==> src/rtl/pc_word_packer.sv <==
// pc_word_packer: packs coded PC words into host words and pads stalled partial
// blocks with NOP words so the host always reads whole blocks.
module pc_word_packer #(
  parameter int NPCcode = 7,
  parameter int NPCdata = 20,
  parameter int Nout = 32,
  parameter int BlockWords = 256,
  parameter int TimeoutCycles = 4096,
  parameter logic [NPCcode-1:0] NOPCode = 7'h7F
) (
  input  logic               clk,
  input  logic               reset,
  input  logic [NPCcode-1:0] in_code,
  input  logic [NPCdata-1:0] in_payload,
  input  logic               in_v,
  output logic               in_a,
  output logic [Nout-1:0]    out_d,
  output logic               out_v,
  input  logic               out_a,
  output logic               block_done
);
  localparam int CW = $clog2(BlockWords);
  localparam int IW = $clog2(TimeoutCycles + 1);
  localparam logic FILL = 1'b0;
  localparam logic PAD = 1'b1;

  logic            state_q, state_d;
  logic [CW-1:0]   load_cnt_q, load_cnt_d, out_cnt_q, out_cnt_d;
  logic [IW-1:0]   idle_cnt_q, idle_cnt_d;
  logic            out_v_q, out_v_d, block_done_q, block_done_d;
  logic [Nout-1:0] out_d_q, out_d_d;
  logic            free, in_xfer, pad_load, load, out_xfer, idle, timeout, load_wrap, out_wrap;

  assign free      = !out_v_q || out_a;
  assign in_a      = !reset && state_q == FILL && free;
  assign in_xfer   = in_v && in_a;
  assign pad_load  = state_q == PAD && free;
  assign load      = in_xfer || pad_load;
  assign out_xfer  = out_v_q && out_a;
  assign load_wrap = load_cnt_q == CW'(BlockWords - 1);
  assign out_wrap  = out_cnt_q == CW'(BlockWords - 1);
  // Backpressured cycles (in_v high) are not idle; an empty block never times out.
  assign idle      = state_q == FILL && !in_v && load_cnt_q != '0;
  assign timeout   = idle && idle_cnt_q == IW'(TimeoutCycles - 1);

  always_comb begin
    state_d      = timeout ? PAD : (pad_load && load_wrap) ? FILL : state_q;
    load_cnt_d   = !load ? load_cnt_q : load_wrap ? '0 : load_cnt_q + CW'(1);
    out_cnt_d    = !out_xfer ? out_cnt_q : out_wrap ? '0 : out_cnt_q + CW'(1);
    idle_cnt_d   = (in_xfer || timeout) ? '0 : idle ? idle_cnt_q + IW'(1) : idle_cnt_q;
    out_v_d      = load || (out_v_q && !out_a);
    out_d_d      = in_xfer ? Nout'({in_code, in_payload}) :
                   pad_load ? Nout'({NOPCode, {NPCdata{1'b0}}}) : out_d_q;
    block_done_d = out_xfer && out_wrap;
  end

  always_ff @(posedge clk) begin
    if (reset) begin
      state_q      <= FILL;
      load_cnt_q   <= '0;
      out_cnt_q    <= '0;
      idle_cnt_q   <= '0;
      out_v_q      <= 1'b0;
      out_d_q      <= '0;
      block_done_q <= 1'b0;
    end else begin
      state_q      <= state_d;
      load_cnt_q   <= load_cnt_d;
      out_cnt_q    <= out_cnt_d;
      idle_cnt_q   <= idle_cnt_d;
      out_v_q      <= out_v_d;
      out_d_q      <= out_d_d;
      block_done_q <= block_done_d;
    end
  end

  assign out_v      = out_v_q;
  assign out_d      = out_d_q;
  assign block_done = block_done_q;
endmodule

==> config.mk <==
export PLATFORM = sky130hd
export DESIGN_NAME = pc_word_packer
export DESIGN_NICKNAME = d
export VERILOG_FILES = /design/src/rtl/pc_word_packer.sv
export SDC_FILE = /design/constraint.sdc
export NUM_CORES = 1
export LEC_CHECK = 0
export CORE_ASPECT_RATIO = 2
export CORE_MARGIN = 5
export CORE_UTILIZATION = 48
export CTS_CLUSTER_SIZE = 12
export DETAILED_ROUTE_END_ITERATION = 6
export GPL_ROUTABILITY_DRIVEN = 0
export PLACE_DENSITY = 0.79
export SLEW_MARGIN = 20
export SYNTH_ARGS = -nofsm -noshare
export SYNTH_HDL_FRONTEND = slang
export SYNTH_SLANG_ARGS = --single-unit
==> constraint.sdc <==
create_clock -name clk -period 2.31 [get_ports clk]
set_clock_uncertainty 0.1 [all_clocks]
set_input_delay 0.462 -clock clk [delete_from_list [all_inputs] [get_ports clk]]
set_output_delay 0.462 -clock clk [all_outputs]
set_load 0.02 [all_outputs]
==> qor.yml <==
placement:
  place_ws_ns: -0.0873
  io_buffers: 60
  hpwl_um: 4360
floorplanning:
  core-area_um2: 5090
  initial_core_util: 0.487
  die_area_um2: 6790
  fp.dieH_um: 112
  row_count: 37
  io-pin-count: 66
  dieWidth_um: 60.8
cts:
  post-cts-setup-buffers: 0
  ctsResizeCount: 1
  clk_pin_slew_worst_paths_ns: 0.06
  cts_sinks: 59
  ctsHoldBuffers: 0
  cts_root_buf: "clkbuf_8"
  numCtsBuffers: 9
  clock_latency_ns: 0.33
  clock_path_buffers: 2
  cts_tree: "yes"
  ctsHtreeMaxLevel: 3
sta:
  finalHoldViolCount: 0
  hold_slack_ns: 0.381
  clock.fmax_mhz: 470
  rsz0062_at_grt: "false"
  min_period_over_period: 0.922
  min_period_ns: 2.13
  finalWorstSetupSlack_ns: 0.181
  tightestPinTransition_ns: 0.720
  slew_headroom: 0.520
  setup_viol: 0
  drv_slew: 0
run_status:
  status: "complete, no violations"
synthesis:
  ys_ff_latch: 59
  synth_xor_area_frac: 0.0424
  synth_cell_types: 45
  avgSynthCellArea_um2: 9.08
  yosys_warnings: 0
  synth-compound-area-share: 0.205
  synthAdderAreaFrac: 0.0202
  synthMuxAreaShare: 0.00404
  post_synth_instance_area_um2: 2480
  synth-simple-area-share: 0.202
  synthesis.instances: 273
  synth_top_family_by_area: "compound AO/OA/AOI/OAI gates"
  ys_seq_area_frac: 0.477
grt:
  grt_overflow_total: 0
  first_global_vias: 2314
  busiest_layer: "met2"
  grt_max_degree: 29
  met1_usage: 0.191
  met3_usage: 0.0557
  grt_pass1_wl_um: 9970
  track_usage: 0.191
  use_met2: 0.330
  antenna_found_initial: 0
layout:
  final.fill_count: 442
  syn_to_final_growth_pct: 34.9
  drive_gt1_frac: 0.115
  layout.nets: 378
  multi_input_area_um2: 1190
  layout_common_cells: "59 x dfxtp_1, 59 x clkdlybuf4s50_1, 44 x nor2_1, 20 x a22oi_1"
  seqCellArea_um2: 1180
  diodes: 0
critical_path:
  crit_fanout: 3
  critPathLaunchType: "input port"
  slowest_stage: "clkdlybuf4s50_1"
  reg2reg_from: "load_cnt_q[0]"
  slowest_delay_ns: 0.49
  arrival_ns: 1.57
  crit_required_ns: 1.75
  crit_family: "buffers and inverters"
  end_kind: "primary output"
  r2r-end: "idle_cnt_q[10]"
  regToRegSetupSlack_ns: 0.39
  r2r_cells: 7
  worst-setup-path-type: "input port to primary output"
  path_cells: "clkdlybuf4s50_1 > nand2b_1 > and2_1 > dlygate4sd2_1"
  crit_buf_inv: 2
route:
  drtAntennaViolNets: 0
  wl_per_cell_um: 14.5
  vias_per_cell: 5.63
  route.vias.total: 2284
  drt-total-wl_um: 5900
  drtPass1Iterations: 4
  first_iter_violations: 66
  route.detailed.drc: 0
power:
  power_w: 0.00216
  power_leakage_nw: 1.23
  irDropWorstVdd_mv: 0.539
  powerDensity_nw_per_um2: 646
min_path:
  min_to: "out_cnt_q[1]"
  worstHoldStart: "out_cnt_q[1]"
  hold_depth: 2
  hold_class: "register to register"
flow_run:
  cap_viol_max_count: 0
==> cell type report <==
cell class | instances | share of cell area
flip-flops and latches | 59 | 0.353
repair buffers | 74 | 0.211
clock buffers | 14 | 0.0487
well taps | 58 | 0.0217
clock inverters | 2 | 0.00299
inverters | 5 | 0.00561
multi-input cells | 194 | 0.357
==> synthesized netlist by cell type, drive strengths merged <==
cell	n	area share
a21oi	16	0.032
a22oi	20	0.061
a311o	1	0.0040
a31o	2	0.0071
a31oi	1	0.0025
a41o	1	0.0040
and2	3	0.0076
and3	4	0.010
and4	3	0.011
and4bb	1	0.0050
buf	11	0.028
clkbuf	8	0.012
conb	1	0.0015
dfxtp	59	0.48
ha	4	0.020
inv	5	0.0076
mux2i	1	0.0040
nand2	16	0.024
nand2b	2	0.0050
nand3	6	0.012
nand4	5	0.013
nor2	44	0.067
nor2b	1	0.0035
nor4	1	0.0025
o2111ai	3	0.013
o211a	1	0.0040
o211ai	3	0.015
o21a	1	0.0030
o21ai	10	0.022
o221a	1	0.0045
o22ai	7	0.018
o31a	1	0.0035
o31ai	4	0.012
or3	10	0.027
or4	3	0.0091
or4b	1	0.0056
xnor2	3	0.011
xor2	9	0.032
==> worst reg2reg max path: cells and delay by family, from the launching register on <==
family	cells	cell delay, ns
AOI/OAI and AO/OA	2	0.34
and+or+nand+nor	2	0.62
buffers and inverters	2	0.27
adders and majority gates	1	0.14
DFF	1	0.34
==> worst max path at each step <==
stage             startpoint             end  slack, ns  depth (start not counted)
4_1_cts                out_a            in_a       0.17                          4
3_5_place_dp           out_a            in_a      -0.09                          4
3_3_place_gp           out_a            in_a      -0.08                          4
6_report               out_a            in_a       0.18                          4
2_1_floorplan  load_cnt_q[0]  idle_cnt_q[11]       0.54                          6
5_1_grt                out_a        out_d[7]       0.09                          6
==> state kept, by name, indices dropped and copies added (netlist names) <==
signal and flops:
idle_cnt_q 13, out_d 27, load_cnt_q 8, block_done 1, out_cnt_q 8, out_v 1
state_q 1
==> kinds of logic (layout without fill, tap and decap cells) <==
kind of cell / Yosys count / after routing
flip-flops: 59 / 59
adder cells (fa/ha/maj): 4 / 4
AO/OA/AOI/OAI: 72 / 72
buffers and inverters: 24 / 95
other: 1 / 5
multiplexers: 1 / 1
AND/OR/NAND/NOR: 100 / 100
XOR/XNOR: 12 / 12
==> power by group <==
group	internal [W]	total [W]	leakage, nW	switching, W
sequential	0.00105	0.00107	0.479	0.0000196
clock	0.000445	0.000814	0.0905	0.000369
combinational	0.000140	0.000277	0.657	0.000137
==> stage by stage <==
stage / std cells / util / TNS, ns / instance area (µm²)
2_1_floorplan: 277 / - / 0 / 2490
3_3_place_gp: 390 / 0.623 / -0.801 / 3170
3_5_place_dp: 390 / 0.623 / -1.47 / 3170
5_1_grt: 406 / 0.657 / 0 / 3340
6_report: 406 / 0.657 / 0 / 3340
4_1_cts: 406 / 0.657 / 0 / 3340
==> metal layers <==
metal  up-vias  part of all wire
met5         -                 0
met4         0             0.032
met3        19             0.056
met2        74              0.54
met1      1077              0.37
li1       1114                 -
No activity file was read; power rests on OpenSTA's default activity.
==> edit 1 (same settings) <==
Change the parameter `NPCdata` from 20 to 40.
--- a/src/rtl/pc_word_packer.sv
+++ b/src/rtl/pc_word_packer.sv
@@ -4,3 +4,3 @@
   parameter int NPCcode = 7,
-  parameter int NPCdata = 20,
+  parameter int NPCdata = 40,
   parameter int Nout = 32,
Interface: changed (resized in_payload); port bits go from 66 to 86. No check against the original RTL was run, so the function may have changed too.
==> edit 1 against the original RTL <==
- sequential power is 8% higher
- global-route usage is 2.0 points higher
- core utilization is 4.6 points higher
- synthesized area is 3.8% higher
- power is 15% higher
- routed wire length is 13% higher
- setup slack better by 0.017 ns
- sequential cell count is 5 higher
- cell area is 9.0% higher
- count of clock-buffer cells in the layout stayed put
- worst hold slack better by 0.0066 ns
- combinational power is 4% higher
- sequential share of layout area is 0.16 points lower
- largest power group unchanged
==> edit 1: results (changes against the original RTL) <==
| Metric | Value |
|---|---|
| Clk slew on worst S/H paths | 0.07 ns |
| Clock Path Buffers | 2 (unchanged) |
| Pre-Repair DR Iteration Count | 5 (+1) |
| Largest register FFs | 32 (+19%) |
| DR WL/cell | 15.59 um (+7.4%) |
| DR WL met3 | 409 um (+24%) |
| Syn Area/Cell | 9.159 um2 (+0.88%) |
| Commonest cells in the netlist | 64 x dfxtp_1, 52 x nor2_1, 32 x a22oi_1 |
| Final net count | 419 (+11%) |
| Final design utilization | 0.7027 (+0.04619) |
| Post-Place Cells | 411 (+5.4%) |
| Distinct cells, synth | 40 (-11%) |
| Placement Cell Area | 3427 um2 (+8.0%) |
| Pleak | 1.327 nW (+8.2%) |
| First-pass GRT wire length | 11,250 um (+13%) |
| Port bufs | 70 (+17%) |
| Drt via density | 5.555 (-1.3%) |
| Met2 WL | 3596 um (+12%) |
| Placement Setup Slack | -0.1206 ns (-0.03328 ns) |
| Top cells by area, synth | dfxtp_1 50%, a22oi_1 9.3%, nor2_1 7.6% |
| GRT Total Usage | 0.2111 (+0.02033) |
| Global Route met3 Usage | 0.06682 (+0.01113) |
| Largest net degree at the start of global routing | 37 (+28%) |
| Final WL | 6658 um (+13%) |
| Grt met2 use | 0.3583 (+0.02806) |
| Wl on met1 | 2520 um (+17%) |
| Status | completed |
| 1st-iter DRT viols | 110 (+67%) |
| Worst slew margin | 0.7112 (+0.1914) |
| Yosys warns | 0 (unchanged) |
| H-tree levels | 3 (unchanged) |
| Peak VDD IR | 0.5502 mV (+2.1%) |
| Hold Crit Class | reg2reg |
| Cts bufs inserted | 9 (unchanged) |
| Largest fanout on the critical path | 2 (-1) |
| DP HPWL | 4756 um (+9.2%) |
| Share of cells above drive strength 1 | 0.1003 (-0.01467) |
| Sequential area share after synthesis | 0.4978 (+0.02129) |
| Vias in the first global route | 2,502 (+8.1%) |
| Fillers | 403 (-8.8%) |
| Post-synthesis net count | 336 |
| Critical path's largest stage delay | 0.50 ns |
| Global-route track usage on met1 | 0.2220 (+0.03057) |
## edit 1: changes by cell type after synthesis, moves of 4 or more
cell / unedited run / this run
buf_4: 6 / 0
nor2_1: 44 / 52
xnor2_1: 3 / 7
dfxtp_1: 59 / 64
o22ai_1: 7 / 0
a22oi_1: 20 / 32
or3_2: 4 / 0
## edit 1: report_power, final
part / total, mW / leakage (nW) / switching [mW] / internal (mW)
Clock: 1.03 / 0.113 / 0.414 / 0.615
Sequential: 1.16 / 0.520 / 0.0204 / 1.13
Combinational: 0.288 / 0.695 / 0.135 / 0.153
Total: 2.47 / 1.33 / 0.569 / 1.90
## edit 1: critical path, delay by kind of cell
kind	cells	cell delay, ns
buffers and inverters	2	0.86
AND/OR/NAND/NOR	2	0.23
## edit 1: layout make-up
class,count,share of cell area
well taps,58,0.01992
clock inverters,2,0.009615
clock buffers,14,0.05014
multi-input cells,197,0.3352
repair buffers,85,0.2263
inverters,7,0.007212
flip-flops and latches,64,0.3516
## edit 1: worst paths after layout
| kind | from | end | slack [ns] | cells after the start |
|---|---|---|---|---|
| worst max-delay path | out_a | in_a | 0.20 | 4 |
| worst min-delay path | idle_cnt_q[10] | idle_cnt_q[10] | 0.39 | 2 |
| worst max register to register | state_q | idle_cnt_q[8] | 0.28 | 4 |
| worst min register to register | idle_cnt_q[10] | idle_cnt_q[10] | 0.39 | 2 |
## edit 1: kinds of logic after synthesis
logic type | Yosys count | synth area share
mux | 2 | 0.007779
fa+ha+maj | 4 | 0.01945
xor+xnor | 15 | 0.05105
buf+inv | 20 | 0.03160
simple gates | 104 | 0.1979
flops | 64 | 0.4978
compound gates | 72 | 0.1945
## edit 1: what timing repair did
item,CTS,global route
resized for setup,1,0
hold buffers,0,0
setup buffers,0,0
setup endpoints to repair,1,0
==> edit 2 (config.mk and constraints unchanged) <==
Made on the original files. Compare `idle_cnt_q` against `IW'(TimeoutCycles - 1)` with >= in place of ==.
--- a/src/rtl/pc_word_packer.sv
+++ b/src/rtl/pc_word_packer.sv
@@ -43,3 +43,3 @@
   assign idle      = state_q == FILL && !in_v && load_cnt_q != '0;
-  assign timeout   = idle && idle_cnt_q == IW'(TimeoutCycles - 1);
+  assign timeout   = idle && idle_cnt_q >= IW'(TimeoutCycles - 1);
 
Check against the original RTL: no difference found for any inputs over 10 cycles, from zero or initial values and one cycle with reset high; that may be too few to reach the edited logic, so the function may still have changed.
==> edit 2 against the original RTL <==
- global-route usage decreased by 0.32 points
- synthesized area increased by 4.5%
- setup slack got worse by 0.059 ns
- cell area increased by 2.9%
- routed wire length increased by 5.1%
- maximum frequency decreased by 2.7%
- power increased by 4.3%
- cell count increased by 3.7%
- register-to-register slack improved by 0.03 ns
- sequential cell count unchanged
- critical endpoint unchanged
==> edit 2: results (changes against the original RTL) <==
| Metric | Value |
|---|---|
| First-pass GRT wire length | 10,280 um (+3.1%) |
| Post-Place Cells | 405 (+3.8%) |
| Skew-Pair Late Insertion Delay | 0.33 ns (about the same) |
| Grt met2 use | 0.2943 (-0.03591) |
| Distinct cells, synth | 43 (-4.4%) |
| Initial antenna violation count | 0 (unchanged) |
| Sequential cell area share | 0.3434 (-0.009896) |
| Adder-Cell Fraction of Synth Area | 0.01931 (-0.0008775) |
| Largest net degree at the start of global routing | 35 (+21%) |
| Sequential area share after synthesis | 0.4558 (-0.02071) |
| 1st-iter DRT viols | 173 (+160%) |
| Peak VDD IR | 0.9323 mV (+73%) |
| Met2 WL | 3098 um (-3.5%) |
| Yosys warns | 0 (unchanged) |
| Global Route met3 Usage | 0.06908 (+0.01340) |
| H-tree levels | 3 (unchanged) |
| Final net count | 391 (+3.4%) |
| Pleak | 1.222 nW (-0.39%) |
| Drt via density | 5.632 (+0.11%) |
| Non-filler instance count after layout | 421 (+3.7%) |
| Clock-cell share | 0.05638 (+0.004738) |
| DR top layer | met4 |
| Pre-Repair DR Iteration Count | 5 (+1) |
| Commonest cells in the netlist | 59 x dfxtp_1, 39 x nor2_1, 21 x nand3_1 |
| Non-clk invs | 4 (-1) |
| DP HPWL | 4463 um (+2.5%) |
| Cell count after synthesis | 292 (+7.0%) |
| Mux contribution to synthesized area | 0 (-0.004038) |
| Multi-input gate area | 1262 um2 (+5.8%) |
| GRT busiest layer | met2 |
| Non-clk buf share | 0.2070 (-0.003719) |
| Wl on met1 | 2582 um (+19%) |
| Critical path's largest stage delay | 0.47 ns (-0.02 ns) |
| GRT Total Usage | 0.1875 (-0.003235) |
| Global-route track usage on met1 | 0.2296 (+0.03815) |
| Share of cells above drive strength 1 | 0.1053 (-0.009679) |
| Top cells by area, synth | dfxtp_1 46%, a22oi_1 5.8%, nor2_1 5.6% |
| Cts bufs inserted | 9 (unchanged) |
| #MultiIn Comb | 207 (+6.7%) |
| Largest fanout on the critical path | 2 (-1) |
| Clock Path Buffers | 2 (unchanged) |
| Xor/xnor cell area share of the yosys netlist | 0.04394 (+0.001537) |
| Worst EP arrival | 1.63 ns (+0.06 ns) |
| Bufs w/o clock | 75 (+1.4%) |
| Critical path launch point | out_a |
| Worst-Margin Slew | 0.6722 ns (-0.04812 ns) |
| Clkbuf count | 11 (-3) |
| Switching power share of the total | 0.2400 (-0.003282) |
| DR WL met3 | 456 um (+38%) |
| Post-CTS setup buffer count | 0 (unchanged) |
| Compound-Gate Fraction of Synth Area | 0.1965 (-0.008424) |
| DR WL/cell | 14.72 um (+1.3%) |
| Fillers | 442 (unchanged) |
| Status | completed |
| Vias in the first global route | 2,332 (+0.78%) |
## edit 2: changes by cell type after synthesis, sizes merged, moves of 7 or more
cell | before | now
or3 | 10 | 1
o22ai | 7 | 0
buf | 11 | 19
a31oi | 1 | 8
nor3 | 0 | 7
nand3 | 6 | 21
## edit 2: kinds of logic after synthesis
kind of cell | after synthesis
AOI/OAI and AO/OA | 69
xor gates and xnor gates | 13
adders and majority gates | 4
buffers and inverters | 30
DFF | 59
other | 1
and+or+nand+nor | 116
## edit 2: path summary, 6_finish.rpt
check / to / slack, ns / depth (start not counted)
worst max-delay path: in_a / 0.12 / 4
worst min-delay path: out_cnt_q[1] / 0.38 / 2
worst max register to register: idle_cnt_q[11] / 0.42 / 6
worst min register to register: out_cnt_q[1] / 0.38 / 2
## edit 2: power by group through the flow
| stage | Combinational (mW) | Clock (mW) | Sequential, mW |
|---|---|---|---|
| floorplan | 0.109 | 0 | 1.12 |
| global placement | 0.271 | 0 | 1.09 |
| detailed placement | 0.277 | 0 | 1.09 |
| CTS | 0.278 | 0.928 | 1.07 |
| global route | 0.298 | 0.979 | 1.07 |
| finish | 0.275 | 0.907 | 1.07 |
## edit 2: per-stage QoR
step	setup TNS [ns]	utilization	instance area, um2	hold WS (ns)	worst slack [ns]
2_1_floorplan	0	-	2606	0.3536	0.3775
3_3_place_gp	-1.508	0.6097	3247	0.3619	-0.07718
3_5_place_dp	-2.713	0.6097	3247	0.3748	-0.1558
4_1_cts	0	0.6459	3440	0.3834	0.1347
5_1_grt	0	0.6459	3440	0.4177	0.02042
6_report	0	0.6459	3440	0.3833	0.1220
## edit 2: critical path, delay by kind of cell
kind,cells,cell delay [ns]
buffers and inverters,2,0.85
and+or+nand+nor,2,0.31
